File: src/rtl/mux_pkg.sv
// mux_pkg: shared types and select-range helpers for the mux select sequencer.
// The PARITY state is only reached when MUX_SEQ_PARITY_EN is defined.
package mux_pkg;

    typedef enum logic [1:0] {
        IDLE,
        SHIFT,
        PARITY
    } state_t;

    function automatic int sel_start(input bit lsb_first, input int width);
        return lsb_first ? 0 : width - 1;
    endfunction

    function automatic int sel_end(input bit lsb_first, input int width);
        return lsb_first ? width - 1 : 0;
    endfunction

endpackage

File: src/rtl/mux_sel_counter.sv
// mux_sel_counter: loadable up/down select counter that saturates at end_val.
// Feeds the mux select lines of the sequencer.
module mux_sel_counter #(
    parameter int SEL_W = 3
) (
    input  logic             clk,
    input  logic             rst,
    input  logic             load,
    input  logic [SEL_W-1:0] load_val,
    input  logic             en,
    input  logic             up,
    input  logic [SEL_W-1:0] end_val,
    output logic [SEL_W-1:0] cnt,
    output logic             at_end
);

    assign at_end = (cnt == end_val);

    // Saturate at end_val so Sel never wraps past the final index.
    always_ff @(posedge clk or posedge rst) begin
        if (rst) begin
            cnt <= '0;
        end else if (load) begin
            cnt <= load_val;
        end else if (en && !at_end) begin
            cnt <= up ? cnt + SEL_W'(1) : cnt - SEL_W'(1);
        end
    end

endmodule

File: src/rtl/mux_sel_sequencer.sv
// mux_sel_sequencer: holds a word on I and steps Sel one beat at a time.
// Define MUX_SEQ_PARITY_EN to append an even-parity beat after the data beats.
module mux_sel_sequencer
    import mux_pkg::*;
#(
    parameter int WIDTH     = 8,
    parameter int LSB_FIRST = 1,
    localparam int SEL_W    = $clog2(WIDTH)
) (
    input  logic             clk,
    input  logic             rst,
    input  logic [WIDTH-1:0] In_data,
    input  logic             In_valid,
    output logic             In_ready,
    output logic [WIDTH-1:0] I,
    output logic [SEL_W-1:0] Sel,
    output logic             Ser_valid,
    input  logic             Ser_ready,
    output logic             Ser_last,
`ifdef MUX_SEQ_PARITY_EN
    output logic             Ser_par_beat,
    output logic             Ser_parity,
`endif
    output logic             Busy
);

    localparam bit LSB = (LSB_FIRST != 0);
    localparam logic [SEL_W-1:0] SEL_S = SEL_W'(sel_start(LSB, WIDTH));
    localparam logic [SEL_W-1:0] SEL_E = SEL_W'(sel_end(LSB, WIDTH));
    // Index one step before the end; accepting it makes the next beat last.
    localparam logic [SEL_W-1:0] SEL_P =
        LSB ? SEL_E - SEL_W'(1) : SEL_E + SEL_W'(1);

    state_t           state;
    logic [WIDTH-1:0] word;
    logic             valid_q;
    logic             last_q;
    logic             ready_q;
    logic             load;
    logic             step;
    logic             at_end;
`ifdef MUX_SEQ_PARITY_EN
    logic             par_q;
`endif

    assign load = (state == IDLE) & In_valid;
    assign step = (state == SHIFT) & Ser_ready;

    mux_sel_counter #(
        .SEL_W(SEL_W)
    ) u_cnt (
        .clk      (clk),
        .rst      (rst),
        .load     (load),
        .load_val (SEL_S),
        .en       (step),
        .up       (LSB),
        .end_val  (SEL_E),
        .cnt      (Sel),
        .at_end   (at_end)
    );

    always_ff @(posedge clk or posedge rst) begin
        if (rst) begin
            state   <= IDLE;
            word    <= '0;
            valid_q <= 1'b0;
            last_q  <= 1'b0;
            ready_q <= 1'b1;
`ifdef MUX_SEQ_PARITY_EN
            par_q   <= 1'b0;
`endif
        end else begin
            unique case (state)
                IDLE: begin
                    if (In_valid) begin
                        state   <= SHIFT;
                        word    <= In_data;
                        valid_q <= 1'b1;
                        last_q  <= 1'b0;
                        ready_q <= 1'b0;
                    end
                end
                SHIFT: begin
                    if (Ser_ready) begin
                        if (at_end) begin
`ifdef MUX_SEQ_PARITY_EN
                            state   <= PARITY;
                            last_q  <= 1'b1;
                            par_q   <= 1'b1;
`else
                            state   <= IDLE;
                            valid_q <= 1'b0;
                            last_q  <= 1'b0;
                            ready_q <= 1'b1;
`endif
                        end else begin
`ifdef MUX_SEQ_PARITY_EN
                            last_q  <= 1'b0;
`else
                            last_q  <= (Sel == SEL_P);
`endif
                        end
                    end
                end
`ifdef MUX_SEQ_PARITY_EN
                PARITY: begin
                    if (Ser_ready) begin
                        state   <= IDLE;
                        valid_q <= 1'b0;
                        last_q  <= 1'b0;
                        ready_q <= 1'b1;
                        par_q   <= 1'b0;
                    end
                end
`endif
                default: begin
                    state   <= IDLE;
                    valid_q <= 1'b0;
                    last_q  <= 1'b0;
                    ready_q <= 1'b1;
                end
            endcase
        end
    end

    assign In_ready  = ready_q;
    assign Busy      = ~ready_q;
    assign I         = word;
    assign Ser_valid = valid_q;
    assign Ser_last  = last_q;
`ifdef MUX_SEQ_PARITY_EN
    assign Ser_par_beat = par_q;
    assign Ser_parity   = ^word;
`endif

endmodule

File: config.mk
export PLATFORM = sky130hd
export DESIGN_NAME = mux_sel_sequencer
export DESIGN_NICKNAME = d
export VERILOG_FILES = /design/src/rtl/mux_pkg.sv /design/src/rtl/mux_sel_counter.sv /design/src/rtl/mux_sel_sequencer.sv
export SDC_FILE = /design/constraint.sdc
export NUM_CORES = 1
export LEC_CHECK = 0
export CORE_MARGIN = 5
export CORE_UTILIZATION = 40
export DETAILED_ROUTE_END_ITERATION = 10
export PLACE_DENSITY = 0.75
export SLEW_MARGIN = 20
export SYNTH_ARGS = -nofsm -noshare
export SYNTH_HDL_FRONTEND = slang
export SYNTH_SLANG_ARGS = --single-unit
File: constraint.sdc
create_clock -name clk -period 1.8 [get_ports clk]
set_input_delay 0.27 -clock clk [delete_from_list [all_inputs] [get_ports clk]]
set_output_delay 0.27 -clock clk [all_outputs]
set_load 0.02 [all_outputs]
## Word level (Yosys, flattened, before mapping)

Index checks and enable logic that the tools add are counted.

| cells by class | value |
|---|---|
| add/subtract/negate cells | 1 |
| equal/unequal tests | 6 |
| muxes and demuxes | 17 |
| bitwise operators | 3 |
| reductions and logical operators | 7 |

Operator list:

| operator | number |
|---|---|
| 2-to-1 mux 1 bit | 8 |
| equality test 3 bit, second input constant | 2 |
| 2-to-1 mux 2 bit | 3 |
| 2-to-1 mux 3 bit | 2 |
| one-hot mux 1 bit (2 select lines) | 3 |
| inequality test 2 bit, second input constant | 2 |
| one-hot mux 2 bit (2 select lines) | 1 |
| AND reduction 2 bit | 2 |
| adder 3 x 1 -> 3 bit, second input constant | 1 |
| AND reduction 3 bit | 1 |
| bitwise AND 1 bit | 2 |
| equality test 2 x 1 -> 1 bit, second input constant | 1 |
| zero test 2 bit | 1 |
| inequality test 2 x 1 -> 1 bit, second input constant | 1 |
| nonzero test 2 bit | 1 |
| logical AND 1 bit | 1 |
| zero test 1 bit | 1 |
| inverter 1 bit | 1 |

| storage, ports and cells | value |
|---|---|
| register bits after elaboration | 16 |
| input bits | 12 |
| output and inout port bits | 15 |
| word-level logic and storage cells | 40 |

## Depth between registers and ports, before layout

| logic depth | value |
|---|---|
| depth in word-level cells | 5 |
| depth in mapped cells | 5 |
| depth with buffers taken out | 5 |

## By module

From an unflattened synthesis, not the netlist that was laid out.

| second synthesis, totals | value |
|---|---|
| cell total of the unflattened synthesis | 67 |
| area, all modules | 814.5 um2 |

By module, submodules not included:

| module | instances | cells an instance | area an instance (um2) | seq. area each (um2) |
|---|---|---|---|---|
| mux_sel_sequencer | 1 | 33 | 490.5 | 276.5 |
| mux_sel_counter | 1 | 34 | 324.1 | 75.1 |

## Worst setup path before layout

Ideal clock, no wire load.

| path | value |
|---|---|
| path type | flip-flop to flip-flop |
| from | register u_cnt.cnt[0] |
| to | register u_cnt.cnt[2] |
| library setup time | 0.122 ns |
| arrival | 1.404 ns |
| required time | 1.678 ns |
| path slack | 0.274 ns |
| cell stages (with the launch flop) | 6 |
| buffers on the path | 0 |
| clock period less this slack | 1.526 ns |
| cells stage by stage | dfrtp_1 > ha_1 > ha_1 > and2b_1 > o21bai_4 > a32o_1 |

| on the way | value |
|---|---|
| longest elaborated chain between the ends | 4 |
| elaborated cells between the ends (all ways) | 7 |
| classes of those cells | 1 x add/sub; 1 x eq/ne; 2 x mux; 3 x reduce/logical |

RTL lines:

| item | line | RTL |
|---|---|---|
| start: declaration | mux_sel_counter.sv:13 | `output logic [SEL_W-1:0] cnt,` |
| start signal: assignment | mux_sel_counter.sv:24 | `cnt <= load_val;` |
| start signal: assignment | mux_sel_counter.sv:26 | `cnt <= up ? cnt + SEL_W'(1) : cnt - SEL_W'(1);` |
| parallel branches: the longest is 4 deep, another holds adder 3 x 1 -> 3 bit | - |  |

Several ways; the timed one is not identified. The select of a mux whose other input is x is not followed.
A chain may end at the register's enable or synchronous reset.

## Worst setup path after layout

| path | value |
|---|---|
| from | register ready_q, in the netlist In_ready |
| to | output In_ready |

RTL lines:

| item | line | RTL |
|---|---|---|
| start: declaration | mux_sel_sequencer.sv:38 | `logic ready_q;` |
| start signal: assignment | mux_sel_sequencer.sv:69 | `ready_q <= 1'b1;` |
| start signal: assignment | mux_sel_sequencer.sv:81 | `ready_q <= 1'b0;` |
| start signal: assignment | mux_sel_sequencer.sv:95 | `ready_q <= 1'b1;` |
| end: declaration | mux_sel_sequencer.sv:14 | `output logic In_ready,` |

No word-level cell between the ends.

==> summary.txt <==
STA
  • WHS: 0.325 ns
  • Worst relative slew slack: 65.1%
  • Unrepaired setup endpoints after global routing: no
  • Clock Skew: 0.00236 ns
  • Fin. Hold Viols: 0
  • Slew at the pin closest to its max-slew limit: 0.523 ns
  • Final setup viols: 0
  • Slew Limit Fails: 0
  • Tcrit/Tclk final: 93.7%
  • Fin crit period: 1.69 ns
  • Setup_tns: 0 ns
  • Setup WS post-layout: 0.114 ns
  • Fmax: 593 MHz

Logic synthesis
  • Area of the mapped netlist: 656 um^2
  • Post-Synth Simple-Gate Area: 6.11%
  • Syn nets: 61
  • Post-Syn Instances: 46
  • Yosys cell types: 20
  • Adder and majority gate portion of the synthesized area: 5.73%
  • Xor and xnor area share after synthesis: 0%
  • Compound-Gate Fraction of Synth Area: 11.6%
  • Mux cell area share after synthesis: 18.3%
  • Avg Inst Size Synth: 14.3 um^2
  • Register area share after synthesis: 53.6%
  • Synthesis Warnings: 0
  • Synthesis-stage register bit count: 14
  • Main combinational cell family by area after synthesis: multiplexers

Cells and area
  • Post-route cell area: 966 um^2
  • Layout cell share with drive strength beyond 1: 20.8%
  • Nets: 93
  • Diodes inserted: 0
  • Area delta synth->final: 47.3%

Floorplan
  • Initial core utilization: 43.0%
  • DIE WIDTH: 50.5 um
  • Cell row count: 14
  • Die Area: 0.00255 mm^2
  • Core area: 0.00152 mm^2
  • Top Ports: 27
  • Die Y-Extent: 50.5 um

Drt
  • DRT Pass-1 Iters: 4
  • Via count: 452
  • Antenna Nets Post-Route: 0
  • Via density: 4.86
  • Post-Route WL: 1330 um
  • DRT iter0 DRCs: 6
  • DRC errors left: 0
  • Avg WL per Cell: 14.3 um

Global routing
  • Number of global-route vias before repair: 468
  • Grt ovf: 0
  • Total track usage: 10.8%
  • Initial antenna violation count: 0
  • Largest net degree at the start of global routing: 15
  • First-pass GRT wire length: 2150 um

Setup path
  • CP Capture Type: output pin
  • Reg-to-reg slack, setup: 0.29 ns
  • Largest stage delay on the critical path: 0.60 ns
  • Worst setup SP type: flop
  • R2R depth: 5
  • Crit-path cells: clkdlybuf4s50_1
  • Max FO, Critical Path: 3
  • Buffers & Inverters on Critical Path: 1
  • Launch point of the worst path: In_ready$_DFFE_PP1P_
  • Reg-to-reg endpoint: u_cnt.cnt[2]$_DFFE_PP0P_
  • Worst r2r src: u_cnt.cnt[0]$_DFFE_PP0P_
  • Crit path max-delay cell type: clkdlybuf4s50_1
  • Worst EP arrival: 1.42 ns
  • CP Class: flop to output pin
  • Critical Path RT: 1.53 ns
  • Top Family by Delay on Critical Path: buffers and inverters

Clock network
  • CTS H-tree lvls: 1
  • CTS Root Cell: clkbuf_4
  • Clk slew on worst S/H paths: 0.08 ns
  • CTS Buf Count: 3
  • Setup repair bufs after CTS: 0
  • Clock tree sinks: 14
  • CTS tree: yes
  • Post-CTS resize count: 0
  • Worst-case clock buffer depth: 2
  • Worst-skew pair later-pin latency: 0.28 ns
  • Hold-fix buffers at CTS: 0

Pwr
  • VDD IR max: 0.794 mV
  • PnR Total Power: 0.00152 W
  • Pwr dens: 1570 mW/mm^2
  • P_leak: 0.444 nW

Place
  • Setup WS pre-CTS: 0.250 ns
  • Buffers on Ports: 26
  • Final HPWL DP: 1000 um
  • GPL Wtd Cong: 0.748
  • Placement Cell Area: 940 um^2

Run status
  • Status: finished, final reports clean

Min path
  • HP Class: primary input to asynchronous set/reset pin

Run
  • Max-cap violations: 0
==> per-stage QoR <==
stage	util [%]	std cells
after floorplan	-	46
after global placement	61.7	89
after detailed placement	61.7	89
after CTS	63.4	93
after global routing	63.4	93
final	63.4	93
==> cells in the final DEF (no fill, tap or decap), drive strengths merged, types with 2 or more instances in the layout <==
master	Yosys	layout
dfrtp	13	13
ha	3	3
mux2	8	8
clkdlybuf4s50	0	26
buf	1	2
inv	5	5
nor2	2	2
clkbuf	0	4
==> logic make-up after synthesis <==
group	after synthesis
muxes	8
AOI/OAI and AO/OA	9
and+or+nand+nor	6
DFF	14
buffers and inverters	6
adders and majority gates	3
==> sequential cells by signal, indices dropped and copies added, names as in the netlist <==
register and flops:
Ser_last 1, u_cnt.cnt 3, I 8, state 1
In_ready 1
==> how the worst max path moves through the flow <==
stage | endpoint | slack [ns] | depth (start not counted)
final | In_ready | 0.11 | 1
after global routing | Busy | 0.06 | 2
after CTS | In_ready | 0.11 | 1
after detailed placement | I[0]$_DFFE_PP0P_ | 0.25 | 4
after global placement | I[0]$_DFFE_PP0P_ | 0.27 | 4
after floorplan | u_cnt.cnt[2]$_DFFE_PP0P_ | 0.27 | 5
==> cell usage after synthesis <==
cell type / instances / area (um^2)
nand4b_1: 1 / 8.76
dfstp_2: 1 / 26.3
and2b_1: 1 / 7.51
a21o_1: 1 / 7.51
dfrtp_1: 13 / 325
o2bb2ai_1: 1 / 8.76
a31oi_1: 1 / 6.26
nand3b_1: 1 / 7.51
nor2_1: 2 / 7.51
buf_6: 1 / 11.3
mux2_4: 8 / 120
nor2b_2: 1 / 8.76
o21bai_4: 1 / 18.8
o22ai_1: 1 / 6.26
o21ai_0: 1 / 5.00
ha_1: 3 / 37.5
inv_1: 5 / 18.8
a22o_1: 1 / 8.76
a21oi_1: 1 / 5.00
a32o_1: 1 / 10.0
==> layer usage <==
layer | vias to the layer above | GRT usage, % | share of wire (%)
li1 | 224 | - | -
met1 | 211 | 13.9 | 45
met2 | 15 | 17.4 | 48
met3 | 2 | 2.96 | 5.8
met4 | 0 | 3.83 | 0.68
met5 | - | 0 | 0
==> power by group <==
part | switching, W | total (W) | internal, W
Clock | 0.000101 | 0.000187 | 0.0000859
Combinational | 0.000339 | 0.000786 | 0.000446
Sequential | 0.0000925 | 0.000544 | 0.000451
==> final cells by class <==
cell class                      instances  area, um^2
Clock buffer                            4        26.3
Fill cell                             127         558
Inverter                                5        18.8
Multi-Input combinational cell         26         274
Sequential cell                        14         352
Tap cell                               16        20.0
Timing Repair Buffer                   28         275
(Power assumes the default switching activity.)
